`src/rtl/router_out_reader.sv`:
```
// Packet sink for one router output port: drains the port FIFO before the
// router's no-read timeout, forwards payload bytes and checks parity/address.
module router_out_reader #(
    parameter int unsigned DATA_WIDTH  = 8,
    parameter logic [1:0]  PORT_ADDR   = 2'b00,
    parameter int unsigned START_DELAY = 0
) (
    input  logic                  clock,
    input  logic                  resetn,
    input  logic                  vld_out,
    input  logic [DATA_WIDTH-1:0] data_out,
    input  logic                  soft_reset,
    input  logic                  sink_ready,
    output logic                  read_enb,
    output logic [DATA_WIDTH-1:0] pkt_data,
    output logic                  pkt_data_valid,
    output logic                  pkt_done,
    output logic                  pkt_err,
    output logic                  addr_err,
    output logic                  pkt_abort,
    output logic [5:0]            pkt_len,
    output logic [15:0]           pkt_count
);

    localparam int unsigned LEN_W  = 6;
    localparam int unsigned CNT_W  = 7;
    localparam int unsigned DLY_W  = 6;
    localparam int unsigned PCNT_W = 16;

    typedef enum logic [2:0] {
        S_IDLE,
        S_WAIT,
        S_HDR_REQ,
        S_HDR_CAP,
        S_BODY,
        S_DONE
    } state_e;

    state_e                  state_q, state_d;
    logic [DLY_W-1:0]        dly_q, dly_d;
    logic [CNT_W-1:0]        issued_q, issued_d;
    logic [CNT_W-1:0]        rcvd_q, rcvd_d;
    logic                    cap_q, cap_d;
    logic [DATA_WIDTH-1:0]   acc_q, acc_d;
    logic [1:0]              addr_q, addr_d;
    logic [LEN_W-1:0]        len_q, len_d;
    logic [DATA_WIDTH-1:0]   data_q, data_d;
    logic                    data_vld_q, data_vld_d;
    logic                    done_q, done_d;
    logic                    perr_q, perr_d;
    logic                    aerr_q, aerr_d;
    logic                    abort_q, abort_d;
    logic [PCNT_W-1:0]       count_q, count_d;

    logic [CNT_W-1:0]        total_c;
    logic                    read_enb_c;

    // Reads still owed in the body: payload bytes plus the parity byte.
    assign total_c = CNT_W'(len_q) + CNT_W'(1);

    // FIFO read request must follow vld_out in the same cycle so it never
    // fires on an empty FIFO.
    always_comb begin
        read_enb_c = 1'b0;
        case (state_q)
            S_HDR_REQ: read_enb_c = vld_out;
            S_BODY:    read_enb_c = vld_out & sink_ready & (issued_q < total_c);
            default:   read_enb_c = 1'b0;
        endcase
    end

    always_comb begin
        state_d    = state_q;
        dly_d      = dly_q;
        issued_d   = issued_q;
        rcvd_d     = rcvd_q;
        cap_d      = read_enb_c & ~soft_reset;
        acc_d      = acc_q;
        addr_d     = addr_q;
        len_d      = len_q;
        data_d     = data_q;
        data_vld_d = 1'b0;
        done_d     = 1'b0;
        perr_d     = perr_q;
        aerr_d     = aerr_q;
        abort_d    = 1'b0;
        count_d    = count_q;

        case (state_q)
            S_IDLE: begin
                if (vld_out && !soft_reset) begin
                    if (START_DELAY == 0) begin
                        state_d = S_HDR_REQ;
                    end else begin
                        dly_d   = DLY_W'(START_DELAY);
                        state_d = S_WAIT;
                    end
                end
            end
            S_WAIT: begin
                if (soft_reset) begin
                    state_d = S_IDLE;
                end else if (dly_q <= DLY_W'(1)) begin
                    dly_d   = '0;
                    state_d = S_HDR_REQ;
                end else begin
                    dly_d = dly_q - DLY_W'(1);
                end
            end
            S_HDR_REQ: begin
                if (soft_reset) begin
                    state_d = S_IDLE;
                    abort_d = 1'b1;
                end else if (vld_out) begin
                    state_d = S_HDR_CAP;
                end
            end
            S_HDR_CAP: begin
                if (soft_reset) begin
                    state_d = S_IDLE;
                    abort_d = 1'b1;
                end else begin
                    len_d    = data_out[7:2];
                    addr_d   = data_out[1:0];
                    acc_d    = data_out;
                    issued_d = '0;
                    rcvd_d   = '0;
                    state_d  = S_BODY;
                end
            end
            S_BODY: begin
                if (soft_reset) begin
                    state_d = S_IDLE;
                    abort_d = 1'b1;
                end else begin
                    if (read_enb_c) begin
                        issued_d = issued_q + CNT_W'(1);
                    end
                    if (cap_q) begin
                        acc_d  = acc_q ^ data_out;
                        rcvd_d = rcvd_q + CNT_W'(1);
                        // The byte after the last payload byte is parity.
                        if (rcvd_q == CNT_W'(len_q)) begin
                            state_d = S_DONE;
                            done_d  = 1'b1;
                            perr_d  = ((acc_q ^ data_out) != '0);
                            aerr_d  = (addr_q != PORT_ADDR);
                            count_d = count_q + PCNT_W'(1);
                        end else begin
                            data_d     = data_out;
                            data_vld_d = 1'b1;
                        end
                    end
                end
            end
            S_DONE: begin
                if (vld_out && (START_DELAY == 0)) begin
                    state_d = S_HDR_REQ;
                end else begin
                    state_d = S_IDLE;
                end
            end
            default: state_d = S_IDLE;
        endcase
    end

    always_ff @(posedge clock or negedge resetn) begin
        if (!resetn) begin
            state_q    <= S_IDLE;
            dly_q      <= '0;
            issued_q   <= '0;
            rcvd_q     <= '0;
            cap_q      <= 1'b0;
            acc_q      <= '0;
            addr_q     <= '0;
            len_q      <= '0;
            data_q     <= '0;
            data_vld_q <= 1'b0;
            done_q     <= 1'b0;
            perr_q     <= 1'b0;
            aerr_q     <= 1'b0;
            abort_q    <= 1'b0;
            count_q    <= '0;
        end else begin
            state_q    <= state_d;
            dly_q      <= dly_d;
            issued_q   <= issued_d;
            rcvd_q     <= rcvd_d;
            cap_q      <= cap_d;
            acc_q      <= acc_d;
            addr_q     <= addr_d;
            len_q      <= len_d;
            data_q     <= data_d;
            data_vld_q <= data_vld_d;
            done_q     <= done_d;
            perr_q     <= perr_d;
            aerr_q     <= aerr_d;
            abort_q    <= abort_d;
            count_q    <= count_d;
        end
    end

    assign read_enb       = read_enb_c;
    assign pkt_data       = data_q;
    assign pkt_data_valid = data_vld_q;
    assign pkt_done       = done_q;
    assign pkt_err        = perr_q;
    assign addr_err       = aerr_q;
    assign pkt_abort      = abort_q;
    assign pkt_len        = len_q;
    assign pkt_count      = count_q;

endmodule

```
`config.mk`:
```
export PLATFORM = sky130hd
export DESIGN_NAME = router_out_reader
export DESIGN_NICKNAME = d
export VERILOG_FILES = /design/src/rtl/router_out_reader.sv
export SDC_FILE = /design/constraint.sdc
export NUM_CORES = 1
export LEC_CHECK = 0
export ABC_AREA = 0
export CAP_MARGIN = 20
export CORE_MARGIN = 4
export CORE_UTILIZATION = 55
export DETAILED_ROUTE_END_ITERATION = 8
export PLACE_DENSITY_LB_ADDON = 0.25
export SYNTH_ARGS = -nofsm -noshare
export SYNTH_HDL_FRONTEND = slang
export SYNTH_SLANG_ARGS = --single-unit
```
`constraint.sdc`:
```
create_clock -name clock -period 3.7 [get_ports clock]
set_clock_uncertainty 0.1 [all_clocks]
set_input_delay 0.37 -clock clock [delete_from_list [all_inputs] [get_ports clock]]
set_output_delay 0.37 -clock clock [all_outputs]
set_load 0.02 [all_outputs]
```
==> results.md <==
- Outcome: finished, final reports clean
- Path type of the worst setup path: reg -> out
- Total congestion overflow: 0
- TritonCTS clock tree: built
- Initial cell density of the core: 57.14%
- Reg clk slew, reported paths: ~0.07 ns
- Seq cells post-synth: 69
- Worst-case vdd ir drop: 0.0002859 V
- # nets final: 436
- Number of diodes: 0
- Initial antenna violation count: 0
- Leak: 2.040 nW
- Routed Wire Length: slightly below 8 mm
- Max-Cap Viols: 0
- Vias in the first global route: ~2,700
- FMAX: just over 300 MHz
- Met2 GRT Util: around a third
- Reg-to-Reg End: issued_q[3]
- DRC: 0
- CTS sink cnt: 69
- Critical Path Sink: read_enb
- Layer with the highest usage: met2
- Netlist cell types: 51
- Vias per inst: 5.878
- Port Buffers: 48
- GPL Wtd Cong: 0.8837
- Most frequent cells in the layout: 67 x dfrtp_1, 50 x nand2_1, 46 x clkdlybuf4s50_1, 32 x xor2_1, 17 x nor4_1
- Final hold slack: 0.3658 ns
- Area delta synth->final: 19.67%
- All-layer global routing usage: 21.33%
- CP Capture Type: primary output
- Clock Path Buffers: 2
- Worst-Skew Late Latency: 0.35 ns
- Switching share of total power: about a third
- Crit start category: flip-flop
- Antenna viol nets, final: 0
- M3 GR Usage: just under 7%
- Global-route wire length before repair: 13.05 mm
- Worst r2r path cells: 9
- Register-to-register setup slack: between 0.8 and 0.9 ns
- Share of layout cells above drive strength 1: 7.264%
- Power Internal: about 1.3 mW
- Period minus WS final: around 3.3 ns
- Share of the synthesized area in the top cell type: 47.05%
- Multi-input logic area: 1838 sq um
- CP Max Fanout: 6
- PwrDens: approximately 450 nW/um^2
- Leading register cell type out of synthesis: dfrtp_1
- Switch Pwr: 0.6675 mW
- Starting DRT DRC Count: 133
- Met1 Usage GRT: 27.18%
- Worst-margin pin slew: 0.8003 ns
- Relative slew slack: 46.45%
- Die Span X: around 90 microns
- Clock power frac: around 28%
- Ys Warns: 0
- Final Slew Violations: 0
- Unrepaired setup endpoints after global routing: false
- DP Wirelength: 5.485 mm
- Post-Syn Area: 3670 sq um
- Mapped Cells: 363
- Seq. cell area: ~1700 sq um
- Chip height: 89.69 microns
- RR Startpoint: pkt_len[4]
- Synth area leader: dfrtp_1
- CP Launch Point: pkt_len[4]
- Core area: 6422 sq um
- First-pass DRT Iterations: 4
- Hold WC Path Type: reg -> reg
- H-tree level count: 3
- CTS Buf Count: 9
- Top cells by area, synth: dfrtp_1 47%, xor2_1 7.6%, nand2_1 5.1%
- Largest net degree at the start of global routing: 44
- Fin. Hold Viols: 0
- Async set-reset flop share out of synthesis: 100.0%
- Gate power share: 24.0%
- Sequential cell area fraction in the yosys report: 47.05%
- Commonest non-fill, non-tap cell in the layout: dfrtp_1
- Root buffer cell: clkbuf_8
- DR WL/cell: 15.96 microns
- Req. time, crit path: 3.23 ns
- Final setup violation count: 0
- Io pins: 49
- Crit path DAT: approximately 2.8 ns
- Sequential power share: approximately 48%
- Total number of vias: 2,880
- Synthesized Nets: just under 400
- DIE AREA: 8043 sq um
- Post-synth EDFFs: 0
- Row count: 29
- Synthesized area per cell: 10.11 sq um
- Setup TNS: 0 ns
- Tcrit/Tclk final: 88.01%
- Filler Cell Count: 519
## logic make-up after synthesis
kind of cell | synth area share [%]
flops | 47.05
xor+xnor | 8.592
mux | 5.524
simple gates | 21.04
buf+inv | 3.000
compound gates | 10.71
fa+ha+maj | 4.091
## synthesized netlist by cell type, drive strengths merged, types with 4 or more instances
cell type and number:
a2111oi 4, a21oi 16, a311oi 7, and2 5
and3 7, buf 7, clkbuf 10, dfrtp 69
ha 12, inv 8, mux2 10, mux2i 9
nand2 50, nand2b 8, nand3 13, nand4 10
nor2 15, nor3 6, nor4 17, o21ai 12
xnor2 4, xor2 32
## power by group through the flow
stage               Combinational (mW)  Sequential, mW  Clock, mW
finish                           0.476           0.946      0.559
detailed placement               0.473           0.958          0
CTS                              0.477           0.945      0.570
global route                     0.538           0.963      0.602
global placement                 0.457           0.949          0
floorplan                        0.306           0.960          0
## state kept, by name (all words and copies together), names as in the netlist, 2 cells and up
signal	count
pkt_count	16
addr_q	2
state_q	3
pkt_len	6
pkt_data	8
dly_q	6
rcvd_q	7
acc_q	8
issued_q	7
## metal layers
layer | vias to the layer above | wire (microns)
met2 | 73 | 3772
met5 | - | 0
li1 | 1404 | -
met1 | 1385 | 3459
met3 | 18 | 393
met4 | 0 | 196
## how the worst min path moves through the flow
stage             startpoint            end  slack [ns]  cells after the start
2_1_floorplan         resetn       acc_q[0]       -0.03                      0
3_3_place_gp          resetn       dly_q[1]        0.32                      1
3_5_place_dp          resetn       dly_q[1]        0.32                      1
4_1_cts        pkt_count[15]  pkt_count[15]        0.37                      1
5_1_grt        pkt_count[15]  pkt_count[15]        0.38                      1
6_report       pkt_count[15]  pkt_count[15]        0.37                      1
## layout make-up
type                       count  share of cell area, %
clock buffer                  12                  3.761
clock inverter                 1                 0.1709
inverter                       8                 0.6838
multi-input combinational    269                  41.85
sequential                    69                  39.37
tap                           77                  2.194
timing repair buffer          54                  11.97
## through the flow
stage               utilization (%)  total power [mW]  instances  area [sq um]  setup slack (ns)
floorplan                         -             1.265        363          3670            0.8781
global placement              65.15             1.406        474          4184            0.4337
detailed placement            65.15             1.430        474          4184            0.3340
CTS                           68.01             1.992        488          4368           0.01280
global route                  68.38             2.102        490          4392            0.3047
finish                        68.38             1.982        490          4392            0.4437
## worst max-delay path, cell delays in order, from the launching register on
cell and delay, ns:
dfrtp_1 0.43, and3_1 0.20, nand3_1 0.10, xor2_1 0.16, ha_1 0.30, a21o_1 0.18
a2111o_1 0.50, a21oi_1 0.21, or2_1 0.12, dlymetal6s2s_1 0.22
## what timing repair did
item | 4_1_cts | 5_1_grt
gates cloned | 0 | 0
buffers inserted | 0 | 2
setup endpoints to repair | 1 | 1
gates resized for setup | 1 | 3
hold buffers | 1 | 0
endpoints found under the hold margin | 26 | 0
pin swaps | 1 | 1
Power figures use the tool's default switching activity.
